[config.mk]
export PLATFORM = sky130hd
export DESIGN_NAME = interrupt_ack_controller
export DESIGN_NICKNAME = d
export VERILOG_FILES = /design/src/rtl/interrupt_ack_controller.sv
export SDC_FILE = /design/constraint.sdc
export NUM_CORES = 1
export LEC_CHECK = 0
export ABC_AREA = 1
export BUFFER_PORTS_ARGS = -buffer_cell sky130_fd_sc_hd__buf_2
export CORE_ASPECT_RATIO = 1.75
export CORE_MARGIN = 2
export CORE_UTILIZATION = 55
export CTS_CLUSTER_SIZE = 16
export DETAILED_ROUTE_END_ITERATION = 10
export PLACE_DENSITY_LB_ADDON = 0.05
export SLEW_MARGIN = 25
export SYNTH_ARGS = -nofsm -noshare
export SYNTH_HDL_FRONTEND = slang
export SYNTH_SLANG_ARGS = --single-unit
[constraint.sdc]
create_clock -name clock -period 5.1 [get_ports clock]
set_input_delay 0 -clock clock [delete_from_list [all_inputs] [get_ports clock]]
set_output_delay 0 -clock clock [all_outputs]
set_load 0.02 [all_outputs]
[src/rtl/interrupt_ack_controller.sv]
// Interrupt acknowledge controller: request/ISR priority arbitration, two-pulse
// INTA sequencing, vector generation, OCW2 EOI/rotation and automatic EOI.
module interrupt_ack_controller (
  input  logic       clock,
  input  logic       reset,
  input  logic [7:0] highest_request,
  input  logic [7:0] highest_isr,
  input  logic       inta,
  input  logic       ocw2_write,
  input  logic [7:0] ocw2_data,
  input  logic       auto_eoi,
  input  logic [4:0] vector_base,
  output logic       int_out,
  output logic       in_service_flag,
  output logic [7:0] in_service_vector,
  output logic [7:0] eoi,
  output logic [2:0] rotate,
  output logic [7:0] vector_out,
  output logic       vector_enable
);

  localparam int unsigned IrW  = 8;
  localparam int unsigned IdxW = 3;

  typedef enum logic [1:0] {
    IDLE    = 2'd0,
    PENDING = 2'd1,
    ACK1    = 2'd2
  } state_t;

  state_t             state, next_state;
  logic [IrW-1:0]     latch;
  logic               rotate_in_aeoi;

  logic [IdxW-1:0]    req_level, isr_level, isr_idx, ack_idx, ocw_level;
  logic               request_wins, aeoi_event;
  logic [2:0]         ocw_cmd;
  logic [IrW-1:0]     ocw_eoi_mask;
  logic               ocw_rot_en, ocw_set_raeoi, ocw_clr_raeoi;
  logic [IdxW-1:0]    ocw_rot_val;
  logic               unused_ocw_bits;

  function automatic logic [IdxW-1:0] onehot_idx(input logic [IrW-1:0] v);
    logic [IdxW-1:0] idx;
    idx = '0;
    for (int i = 0; i < IrW; i++) begin
      if (v[i]) idx = IdxW'(i);
    end
    return idx;
  endfunction

  // Level 0 is the IR just above the current lowest-priority IR.
  function automatic logic [IdxW-1:0] level(input logic [IdxW-1:0] n,
                                            input logic [IdxW-1:0] rot);
    return IdxW'(n - rot - IdxW'(1));
  endfunction

  assign unused_ocw_bits = ^ocw2_data[4:3];

  always_comb begin
    isr_idx      = onehot_idx(highest_isr);
    req_level    = level(onehot_idx(highest_request), rotate);
    isr_level    = level(isr_idx, rotate);
    request_wins = (highest_request != '0) &&
                   ((highest_isr == '0) || (req_level < isr_level));
    ack_idx      = (latch == '0) ? IdxW'(7) : onehot_idx(latch);
    aeoi_event   = (state == ACK1) && inta && auto_eoi && (latch != '0);
  end

  // OCW2 decode; non-specific commands naturally yield nothing when no ISR bit is set.
  always_comb begin
    ocw_cmd       = ocw2_data[7:5];
    ocw_level     = ocw2_data[2:0];
    ocw_eoi_mask  = '0;
    ocw_rot_en    = 1'b0;
    ocw_rot_val   = rotate;
    ocw_set_raeoi = 1'b0;
    ocw_clr_raeoi = 1'b0;
    if (ocw2_write) begin
      case (ocw_cmd)
        3'b001: ocw_eoi_mask = highest_isr;
        3'b011: ocw_eoi_mask = IrW'(1) << ocw_level;
        3'b101: begin
          ocw_eoi_mask = highest_isr;
          ocw_rot_en   = (highest_isr != '0);
          ocw_rot_val  = isr_idx;
        end
        3'b111: begin
          ocw_eoi_mask = IrW'(1) << ocw_level;
          ocw_rot_en   = 1'b1;
          ocw_rot_val  = ocw_level;
        end
        3'b110: begin
          ocw_rot_en  = 1'b1;
          ocw_rot_val = ocw_level;
        end
        3'b100:  ocw_set_raeoi = 1'b1;
        3'b000:  ocw_clr_raeoi = 1'b1;
        default: ;
      endcase
    end
  end

  // INTA has priority over request arbitration.
  always_comb begin
    next_state = state;
    case (state)
      IDLE, PENDING: begin
        if (inta)              next_state = ACK1;
        else if (request_wins) next_state = PENDING;
        else                   next_state = IDLE;
      end
      ACK1:    if (inta) next_state = IDLE;
      default: next_state = IDLE;
    endcase
  end

  always_ff @(posedge clock or posedge reset) begin
    if (reset) begin
      state             <= IDLE;
      latch             <= '0;
      rotate_in_aeoi    <= 1'b0;
      rotate            <= 3'b111;
      int_out           <= 1'b0;
      in_service_flag   <= 1'b0;
      in_service_vector <= '0;
      eoi               <= '0;
      vector_out        <= '0;
      vector_enable     <= 1'b0;
    end else begin
      state           <= next_state;
      int_out         <= (next_state == PENDING);
      in_service_flag <= 1'b0;
      vector_enable   <= 1'b0;
      eoi             <= ocw_eoi_mask | (aeoi_event ? latch : '0);

      if (ocw_set_raeoi)      rotate_in_aeoi <= 1'b1;
      else if (ocw_clr_raeoi) rotate_in_aeoi <= 1'b0;

      if (ocw_rot_en)                         rotate <= ocw_rot_val;
      else if (aeoi_event && rotate_in_aeoi)  rotate <= ack_idx;

      if (inta && (state != ACK1)) begin
        latch <= highest_request;
        if (highest_request != '0) begin
          in_service_flag   <= 1'b1;
          in_service_vector <= highest_request;
        end
      end

      if (inta && (state == ACK1)) begin
        vector_out    <= {vector_base, ack_idx};
        vector_enable <= 1'b1;
      end
    end
  end

endmodule

==> impl_metrics.json, run 1 <==
{
  "die_w_um": 51.1,
  "initial_core_util_pct": 56.3,
  "ant_nets": 0,
  "netlist_area_um2": 2140,
  "synth.top_cell.area_share_pct": 44.5,
  "clock_latency_ns": 0.29,
  "finalWorstPathRequiredPeriod_ns": 2.55,
  "diodes": 0,
  "critPathCaptureType": "flop",
  "critPathKind": "in2reg",
  "nFillCells": 330,
  "yosysWarnings": 0,
  "p_per_area_nw_per_um2": 514,
  "slew-limit-headroom_pct": 65.7,
  "cts-hold-fix-buffers": 15,
  "wl_per_cell_um": 12.4,
  "rows": 30,
  "htree_levels": 2,
  "worstPathArrival_ns": 2.72,
  "clk_pin_slew_ns": 0.07,
  "grt_pass1_vias": 1950,
  "crit_path_start_kind": "input pin",
  "vias": 1964,
  "dpl_cell_area_um2": 2490,
  "synthTopCellsByCount": "nand2_1 (74), inv_1 (44), dfrtp_1 (38), nor2_1 (22), o21ai_0 (22)",
  "setup_viol": 0,
  "cts_setup_buffers": 0,
  "synth.distinct_cells": 29,
  "grt_first_pass_wirelength_um": 8100,
  "cts_resized": 0,
  "area_delta_synth_final_pct": 29.0,
  "drt-initial-drc-count": 41,
  "antenna_found_initial": 0,
  "io_buffers": 61,
  "cp_slowest_stage_delay_ns": 0.53,
  "hold_violations": 0,
  "via_per_inst": 4.96,
  "cp.required_ns": 5.27,
  "grt_start_max_net_pins": 42,
  "final_area_um2": 2760,
  "drc": 0,
  "dieArea_um2": 4420,
  "synth-seq-cells": 41,
  "ios": 64,
  "p_seq_share_pct": 36.8,
  "cts_tree": "built",
  "path_cells": "dlygate4sd3_1 > buf_2 > o21bai_1 > a21oi_1 > o21ai_0 > ha_1 > fa_1 > xor2_1 > xnor2_1 > ha_1 > o211ai_1 > a21oi_1 > nor2_1",
  "yosys.area.top_type": "dfrtp_1",
  "fin_nets": 387,
  "wl_um": 4920,
  "p_clk_share_pct": 19.1,
  "slew_viol_final": 0,
  "leakage_uw": 0.00150,
  "slowest_stage": "dlygate4sd3_1",
  "pwr-share-comb_pct": 44.2,
  "synth.avg_cell_area_um2": 8.03,
  "drive_gt1_share_pct": 25.3,
  "switching_power_uw": 578,
  "hold_class": "in2reg",
  "fin_crit_sh_pct": 49.9,
  "postSynth.asyncResetShare_pct": 100,
  "drtPass1Iterations": 4,
  "max_freq_ghz": 0.393,
  "clkSinkCount": 41,
  "ys_top_cells_by_area": "dfrtp_1 (45%), nand2_1 (13%), inv_1 (7.7%), o21ai_0 (5.2%), nor2_1 (3.9%)",
  "cts-root-buf": "clkbuf_8",
  "ctsLongestPathBuffers": 2,
  "die_height_um": 86.4,
  "max_cap_viol_count": 0,
  "syn_nets": 306,
  "postSynthCellCount": 266,
  "track_usage_pct": 24.5,
  "ir_drop_v": 0.000493,
  "p_int_uw": 839,
  "yosysSeqAreaShare_pct": 48.2,
  "place_hpwl_um": 3740,
  "status": "completed",
  "switching_share_pct": 40.8,
  "core_area_um2": 3790,
  "crit_fanout": 3,
  "gp_congestion": 0.770,
  "ys.flop_type": "dfrtp_1",
  "yosysMostFrequentCell": "nand2_1",
  "grt_overflow": 0,
  "rsz0062_at_grt": "false",
  "synth_edf_count": 0,
  "fin_tns_setup_ns": 0,
  "cts_inserted_buffers": 5,
  "fin_skew_ns": 0.00915,
  "max_slew.worst_pin.slew_ns": 0.514
}
==> metrics by stage <==
stage	setup slack [ns]	util, %	instances	hold WS [ns]	total power [uW]
2_1_floorplan	2.91	-	266	0.110	959
3_3_place_gp	2.86	65.6	373	0.150	1130
3_5_place_dp	2.81	65.6	373	0.152	1140
4_1_cts	2.60	72.7	396	0.00879	1420
5_1_grt	2.43	72.7	396	0.00823	1520
6_report	2.55	72.7	396	0.00782	1420
==> registers in the layout, indices dropped and copies added, names as in the netlist <==
register,count
latch,8
in_service_flag,1
rotate_in_aeoi,1
state,2
int_out,1
vector_out,8
rotate,3
vector_enable,1
in_service_vector,8
eoi,8
==> cells by family after synthesis <==
family | synth area share (%)
compound gates | 14.9
xor+xnor | 1.64
fa+ha+maj | 4.22
buf+inv | 9.20
flops | 48.2
simple gates | 21.8
==> layout by cell type, fill, tap and decap left out, types with 2 or more instances in the layout <==
cell            n
o22ai_1         6
dlygate4sd3_1  15
inv_2           2
nand2_2         2
nand3_1         9
a31oi_1         2
xnor2_1         3
o31ai_1         2
nor2_1         22
dfrtp_1        38
dfstp_2         3
a21oi_1         7
fa_1            2
nand2_1        74
inv_1          44
o211ai_1        3
nand4_1         2
ha_1            4
buf_2          61
o21ai_2         9
o21ai_0        22
clkbuf_8        6
==> power groups by stage <==
stage	registers, uW	clock network [uW]	logic [uW]
6_report	521	270	625
5_1_grt	536	285	702
4_1_cts	520	274	628
3_5_place_dp	524	0	619
3_3_place_gp	522	0	604
2_1_floorplan	630	0	329
==> metal layers <==
layer | vias up | track usage, % | routed length, um
met5 | - | 0 | 0
met4 | 0 | 9.34 | 113
met3 | 10 | 4.31 | 199
met2 | 40 | 46.9 | 2770
met1 | 914 | 25.4 | 1830
li1 | 1000 | - | -
==> cell type report <==
class | instances | area [um^2] | area share (%)
Clock buffer | 7 | 86.3 | 3.13
Clock inverter | 1 | 30.0 | 1.09
Inverter | 47 | 176 | 6.40
Multi-Input combinational cell | 175 | 910 | 33.0
Sequential cell | 41 | 1030 | 37.4
Tap cell | 48 | 60.1 | 2.18
Timing Repair Buffer | 77 | 463 | 16.8
==> path summary, 6_finish.rpt <==
check	slack, ns	cells past startpoint	start	to
min in group asynchronous	0.37	4	reset	vector_out[6]
max in group asynchronous	4.36	4	reset	rotate[0]
hold reg to reg	0.48	2	vector_out[6]	vector_out[6]
setup / recovery	2.55	13	highest_request[3]	state[0]
hold / removal	0.008	3	ocw2_data[7]	rotate_in_aeoi
setup reg to reg	2.79	9	rotate[0]	state[0]
==> worst max-delay path, delay by kind of cell <==
kind	cells	cell delay, ns
AOI/OAI and AO/OA	5	0.78
and+or+nand+nor	1	0.08
buffers and inverters	2	0.66
xor gates and xnor gates	2	0.29
adders and majority gates	3	0.91
No activity file was read; power rests on OpenSTA's default activity.
==> run 2: changes to the inputs <==
- ABC_AREA: 1 -> 0
- CORE_UTILIZATION: 55 -> 50
- clock period: 5.1 -> 2.5 ns (I/O delays scaled with it)
==> impl_metrics.json, run 2 <==
{
  "hold_violations": 0,
  "wl_um": 5140,
  "gp_congestion": 0.840,
  "ctsLongestPathBuffers": 2,
  "grt_overflow": 0,
  "nFillCells": 363,
  "ys_top_cells_by_area": "dfrtp_1 (47%), nand2_1 (12%), dfstp_2 (3.9%), o21ai_0 (3.7%), nor2_1 (3.5%)",
  "worstHoldEndpoint": "in_service_vector[2]",
  "cts-root-buf": "clkbuf_8",
  "synth.top_cell.area_share_pct": 46.6,
  "yosysSeqAreaShare_pct": 50.5,
  "die_height_um": 88.5,
  "ir_drop_v": 0.000800,
  "diodes": 0,
  "yosys.area.top_type": "dfrtp_1",
  "place_hpwl_um": 3710,
  "max_cap_viol_count": 0,
  "worstPathArrival_ns": 2.66,
  "postSynthCellCount": 225,
  "drive_gt1_share_pct": 26.6,
  "synth-seq-cells": 41,
  "initial_core_util_pct": 52.3,
  "synth-xor-area-share_pct": 1.72,
  "hold_start": "highest_request[2]",
  "r2r_start": "rotate[0]",
  "post_synth_and_or_nand_nor_area_fraction_pct": 23.4,
  "ys.flop_type": "dfrtp_1",
  "yosysWarnings": 0,
  "synth.distinct_cells": 39,
  "clock_latency_ns": 0.30,
  "drtPass1Iterations": 4,
  "dieArea_um2": 4630,
  "syn_nets": 265,
  "htree_levels": 2,
  "vias": 1880,
  "cts_tree": "built",
  "cp-startpoint": "rotate[0]",
  "yosysMostFrequentCell": "nand2_1",
  "grt_start_max_net_pins": 42,
  "synth_top_family_by_area": "simple AND/OR/NAND/NOR gates",
  "power_uw": 2740,
  "grt_first_pass_wirelength_um": 7760,
  "rsz0062_at_grt": "true",
  "fin_skew_ns": 0.00414,
  "cp.required_ns": 2.68,
  "wl_met3_um": 238,
  "crit_fanout": 3,
  "layout_common_cells": "nand2_1 (66), buf_2 (61), dfrtp_1 (38)",
  "setup_viol": 0,
  "fin_crit_sh_pct": 99.2,
  "reg2reg_slack_ns": 0.02,
  "cts_inserted_buffers": 5,
  "drt-initial-drc-count": 44,
  "finalWorstPathRequiredPeriod_ns": 2.48,
  "synth_compound_area_share_pct": 14.7,
  "core_area_um2": 3900,
  "synth.avg_cell_area_um2": 9.07,
  "crit_path_start_kind": "flop",
  "slew-limit-headroom_pct": 57.4,
  "drc": 0,
  "holdPathStages": 3,
  "synthTopCellsByCount": "nand2_1 (66), dfrtp_1 (38), nor2_1 (19), o21ai_0 (15), inv_1 (10)",
  "r2r_cells": 8,
  "r2r_end": "state[0]",
  "top_layer_used": "met4",
  "seq_area_um2": 1030,
  "met1_length_um": 1950,
  "area_delta_synth_final_pct": 31.3,
  "multi_input_area_um2": 978,
  "layout_commonest_cell": "nand2_1",
  "muxShareOfSynthArea_pct": 2.08,
  "track_usage_pct": 23.0,
  "rows": 30,
  "critPathCaptureType": "flop",
  "ios": 64,
  "status": "completed",
  "via_per_inst": 5.28,
  "hold_class": "in2reg",
  "io_buffers": 61,
  "max_slew.worst_pin.slew_ns": 0.631,
  "antenna_found_initial": 0,
  "clk_pin_slew_ns": 0.07,
  "synth_edf_count": 0,
  "slew_viol_final": 0,
  "wl_met2_um": 2830,
  "critPathKind": "reg2reg",
  "ant_nets": 0,
  "leakage_uw": 0.00138,
  "max_freq_ghz": 0.403,
  "p_per_area_nw_per_um2": 1020,
  "netlist_area_um2": 2040,
  "synth_fa_ha_area_share_pct": 4.41,
  "clkSinkCount": 41,
  "wl_per_cell_um": 14.4,
  "postSynth.asyncResetShare_pct": 100,
  "fin_tns_setup_ns": 0,
  "fin_nets": 347,
  "grt_pass1_vias": 1761,
  "die_w_um": 52.3
}
-- run 2: timing repair --
| action | in CTS | in global routing |
|---|---|---|
| setup endpoints to repair | 2 | 2 |
| hold buffers | 15 | 0 |
| endpoints found under the hold margin | 61 | 0 |
| pin swaps | 0 | 0 |
| setup buffers | 0 | 0 |
| gates resized for setup | 3 | 4 |
-- run 2: worst max-delay path, cell delays in order (launching register included) --
cell and delay [ns]:
dfstp_2 0.54, inv_1 0.06, ha_1 0.21, fa_2 0.37, xnor2_2 0.16, xnor2_1 0.14, ha_1 0.32, a21o_1 0.21
a2111oi_2 0.38
-- run 2: cells by family (layout without fill, tap and decap cells) --
kind of cell,after synthesis,count (layout)
AND/OR/NAND/NOR,107,107
AO/OA/AOI/OAI,46,46
flip-flops,41,41
buffers and inverters,17,100
adder cells (fa/ha/maj),6,6
XOR/XNOR,4,4
multiplexers,4,4
-- run 2: per-stage QoR --
step	utilization [%]	worst slack [ns]	area, um^2	std cells	hold slack, ns
after floorplan	-	0.103	2040	225	0.0844
after global placement	61.8	0.0888	2410	333	0.144
after detailed placement	61.8	-0.0519	2410	333	0.157
after CTS	67.9	-0.00797	2650	356	0.0123
after global routing	68.6	-0.0859	2680	356	0.0522
final	68.6	0.0208	2680	356	0.0157
-- run 2: worst max path at each step --
stage               endpoint  slack, ns
finish              state[0]       0.02
CTS                 state[0]     -0.008
global placement     int_out       0.09
detailed placement  state[0]      -0.05
global route        state[0]      -0.09
floorplan            int_out       0.10
-- run 2: power by group --
part / switching (uW) / internal, uW / total (uW)
combinational: 738 / 467 / 1200
clock: 222 / 198 / 420
sequential: 190 / 928 / 1120
total: 1150 / 1590 / 2740
-- run 2: layout make-up --
class	count	area share, %
flip-flops and latches	41	38.4
multi-input cells	167	36.5
repair buffers	80	18.1
clock buffers	8	2.99
well taps	48	2.24
inverters	12	1.68
-- run 2: layer usage --
metal / vias up / GRT usage, %
li1: 929 / -
met1: 872 / 23.0
met2: 68 / 43.5
met3: 11 / 4.05
met4: 0 / 11.4
met5: - / 0
==> run 3: changes to the inputs <==
- ABC_AREA: 0 -> 1
- CORE_UTILIZATION: 50 -> 51
==> impl_metrics.json, run 3 (same netlist as run 1, synthesis figures left out) <==
{
  "final_area_um2": 2760,
  "violations": "hold timing",
  "io_buffers": 61,
  "power_uw": 2910,
  "critPathCaptureType": "flop",
  "multi_input_area_um2": 922,
  "layout_commonest_cell": "nand2_1",
  "wl_met2_um": 2840,
  "initial_core_util_pct": 52.4,
  "slew_viol_final": 0,
  "max_slew.worst_pin.slew_ns": 0.917,
  "drc": 0,
  "top_layer_used": "met4",
  "slowest_stage": "dlygate4sd3_1",
  "area_delta_synth_final_pct": 29.1,
  "cpLargestDelayFamily": "adder cells",
  "fin_crit_sh_pct": 91.9,
  "fin_skew_ns": 0.00641,
  "pwr-share-comb_pct": 45.7,
  "ir_drop_v": 0.000753,
  "gp_congestion": 0.828,
  "drive_gt1_share_pct": 26.5,
  "crit_path_start_kind": "input pin",
  "drtPass1Iterations": 4,
  "core_area_um2": 4070,
  "p_int_uw": 1710,
  "grt_pass1_vias": 1821,
  "finalWorstPathRequiredPeriod_ns": 2.30,
  "dieArea_um2": 4740,
  "seq_area_um2": 1030,
  "p_per_area_nw_per_um2": 1060,
  "dpl_cell_area_um2": 2500,
  "clk_pin_slew_ns": 0.08,
  "rsz0062_at_grt": "false",
  "cp_slowest_stage_delay_ns": 0.56,
  "htree_levels": 2,
  "pre_cts_slack_ns": 0.287,
  "status": "complete, but fails checks",
  "cp.required_ns": 2.69,
  "grt_overflow": 0,
  "ant_nets": 0,
  "p_clk_share_pct": 18.0,
  "vias": 1927,
  "grt_start_max_net_pins": 25,
  "layout_common_cells": "nand2_1 (74), buf_2 (60), inv_1 (44)",
  "diodes": 0,
  "crit_fanout": 3,
  "wl_um": 5030,
  "drt-initial-drc-count": 52,
  "fin_ws_ns": 0.202,
  "die_height_um": 89.6,
  "wl_met3_um": 195,
  "via_per_inst": 4.87,
  "clkSinkCount": 41,
  "worstPathArrival_ns": 2.48,
  "antenna_found_initial": 0,
  "switching_share_pct": 41.4,
  "path_cells": "dlygate4sd3_1 > o21bai_1 > a21oi_1 > o21ai_1 > ha_2 > fa_2 > xor2_1 > xnor2_1 > ha_1 > o211ai_1 > a21oi_2 > nor2_1",
  "track_usage_pct": 23.4,
  "clock_latency_ns": 0.29,
  "p_seq_share_pct": 36.4,
  "ios": 64,
  "cts_inserted_buffers": 5,
  "max_cap_viol_count": 0,
  "cts_tree": "built",
  "max_freq_ghz": 0.435,
  "leakage_uw": 0.00149,
  "ctsLongestPathBuffers": 2,
  "rows": 31,
  "hold_violations": 1,
  "grt_first_pass_wirelength_um": 8000,
  "cts-root-buf": "clkbuf_8",
  "setup_viol": 0,
  "die_w_um": 52.9,
  "wl_per_cell_um": 12.7,
  "nFillCells": 344,
  "hold_ws_ns": -0.000213,
  "fin_nets": 386,
  "critPathKind": "in2reg",
  "hold_class": "in2reg",
  "fin_tns_setup_ns": 0,
  "place_hpwl_um": 3930,
  "met1_length_um": 1900,
  "slew-limit-headroom_pct": 38.8,
  "switching_power_uw": 1200,
  "path_buf_inv": 1
}
## run 3: routing by layer
metal	global-route usage, %	vias up
li1	-	1003
met1	25.8	869
met2	43.6	47
met3	3.64	8
met4	8.86	0
met5	0	-
## run 3: path summary, 6_finish.rpt
| kind | start | to | slack [ns] | depth (start not counted) |
|---|---|---|---|---|
| worst max-delay path | highest_request[3] | state[0] | 0.20 | 12 |
| min in group asynchronous | reset | vector_out[6] | 0.44 | 3 |
| worst max register to register | rotate[0] | state[0] | 0.25 | 9 |
| worst min register to register | vector_out[6] | vector_out[6] | 0.48 | 2 |
| worst min-delay path | highest_request[1] | in_service_vector[1] | -0.0002 | 3 |
| max in group asynchronous | reset | rotate[1] | 1.28 | 4 |
## run 3: final cells by class
cell class,instances,share of cell area [%]
tap,49,2.22
clock inverter,2,1.41
multi-input combinational,175,33.5
inverter,47,6.40
timing repair buffer,76,16.5
sequential,41,37.4
clock buffer,6,2.63
## run 3: worst register-to-register path: cells and delay by family, from the launching register on
kind | cells | cell delay [ns]
simple gates | 1 | 0.06
xor+xnor | 2 | 0.27
flops | 1 | 0.54
compound gates | 2 | 0.30
buf+inv | 1 | 0.06
fa+ha+maj | 3 | 0.93
## run 3: metrics by stage
step                      utilization, %  std cells
after floorplan                        -        266
after global routing                67.7        396
after CTS                           67.5        397
after global placement              61.3        375
final                               67.7        396
after detailed placement            61.3        375
## run 3: power by group through the flow
stage                     clock network, uW  logic, uW  registers, uW
after floorplan                           0        671           1290
after global placement                    0       1240           1060
after detailed placement                  0       1270           1070
after CTS                               536       1290           1060
after global routing                    556       1500           1090
final                                   523       1330           1060
## run 3: repair_timing
action	CTS	global route
hold buffers	14	0
setup endpoints to repair	0	2
setup buffers	0	0
gates resized for setup	0	5
hold endpoints to repair	40	0
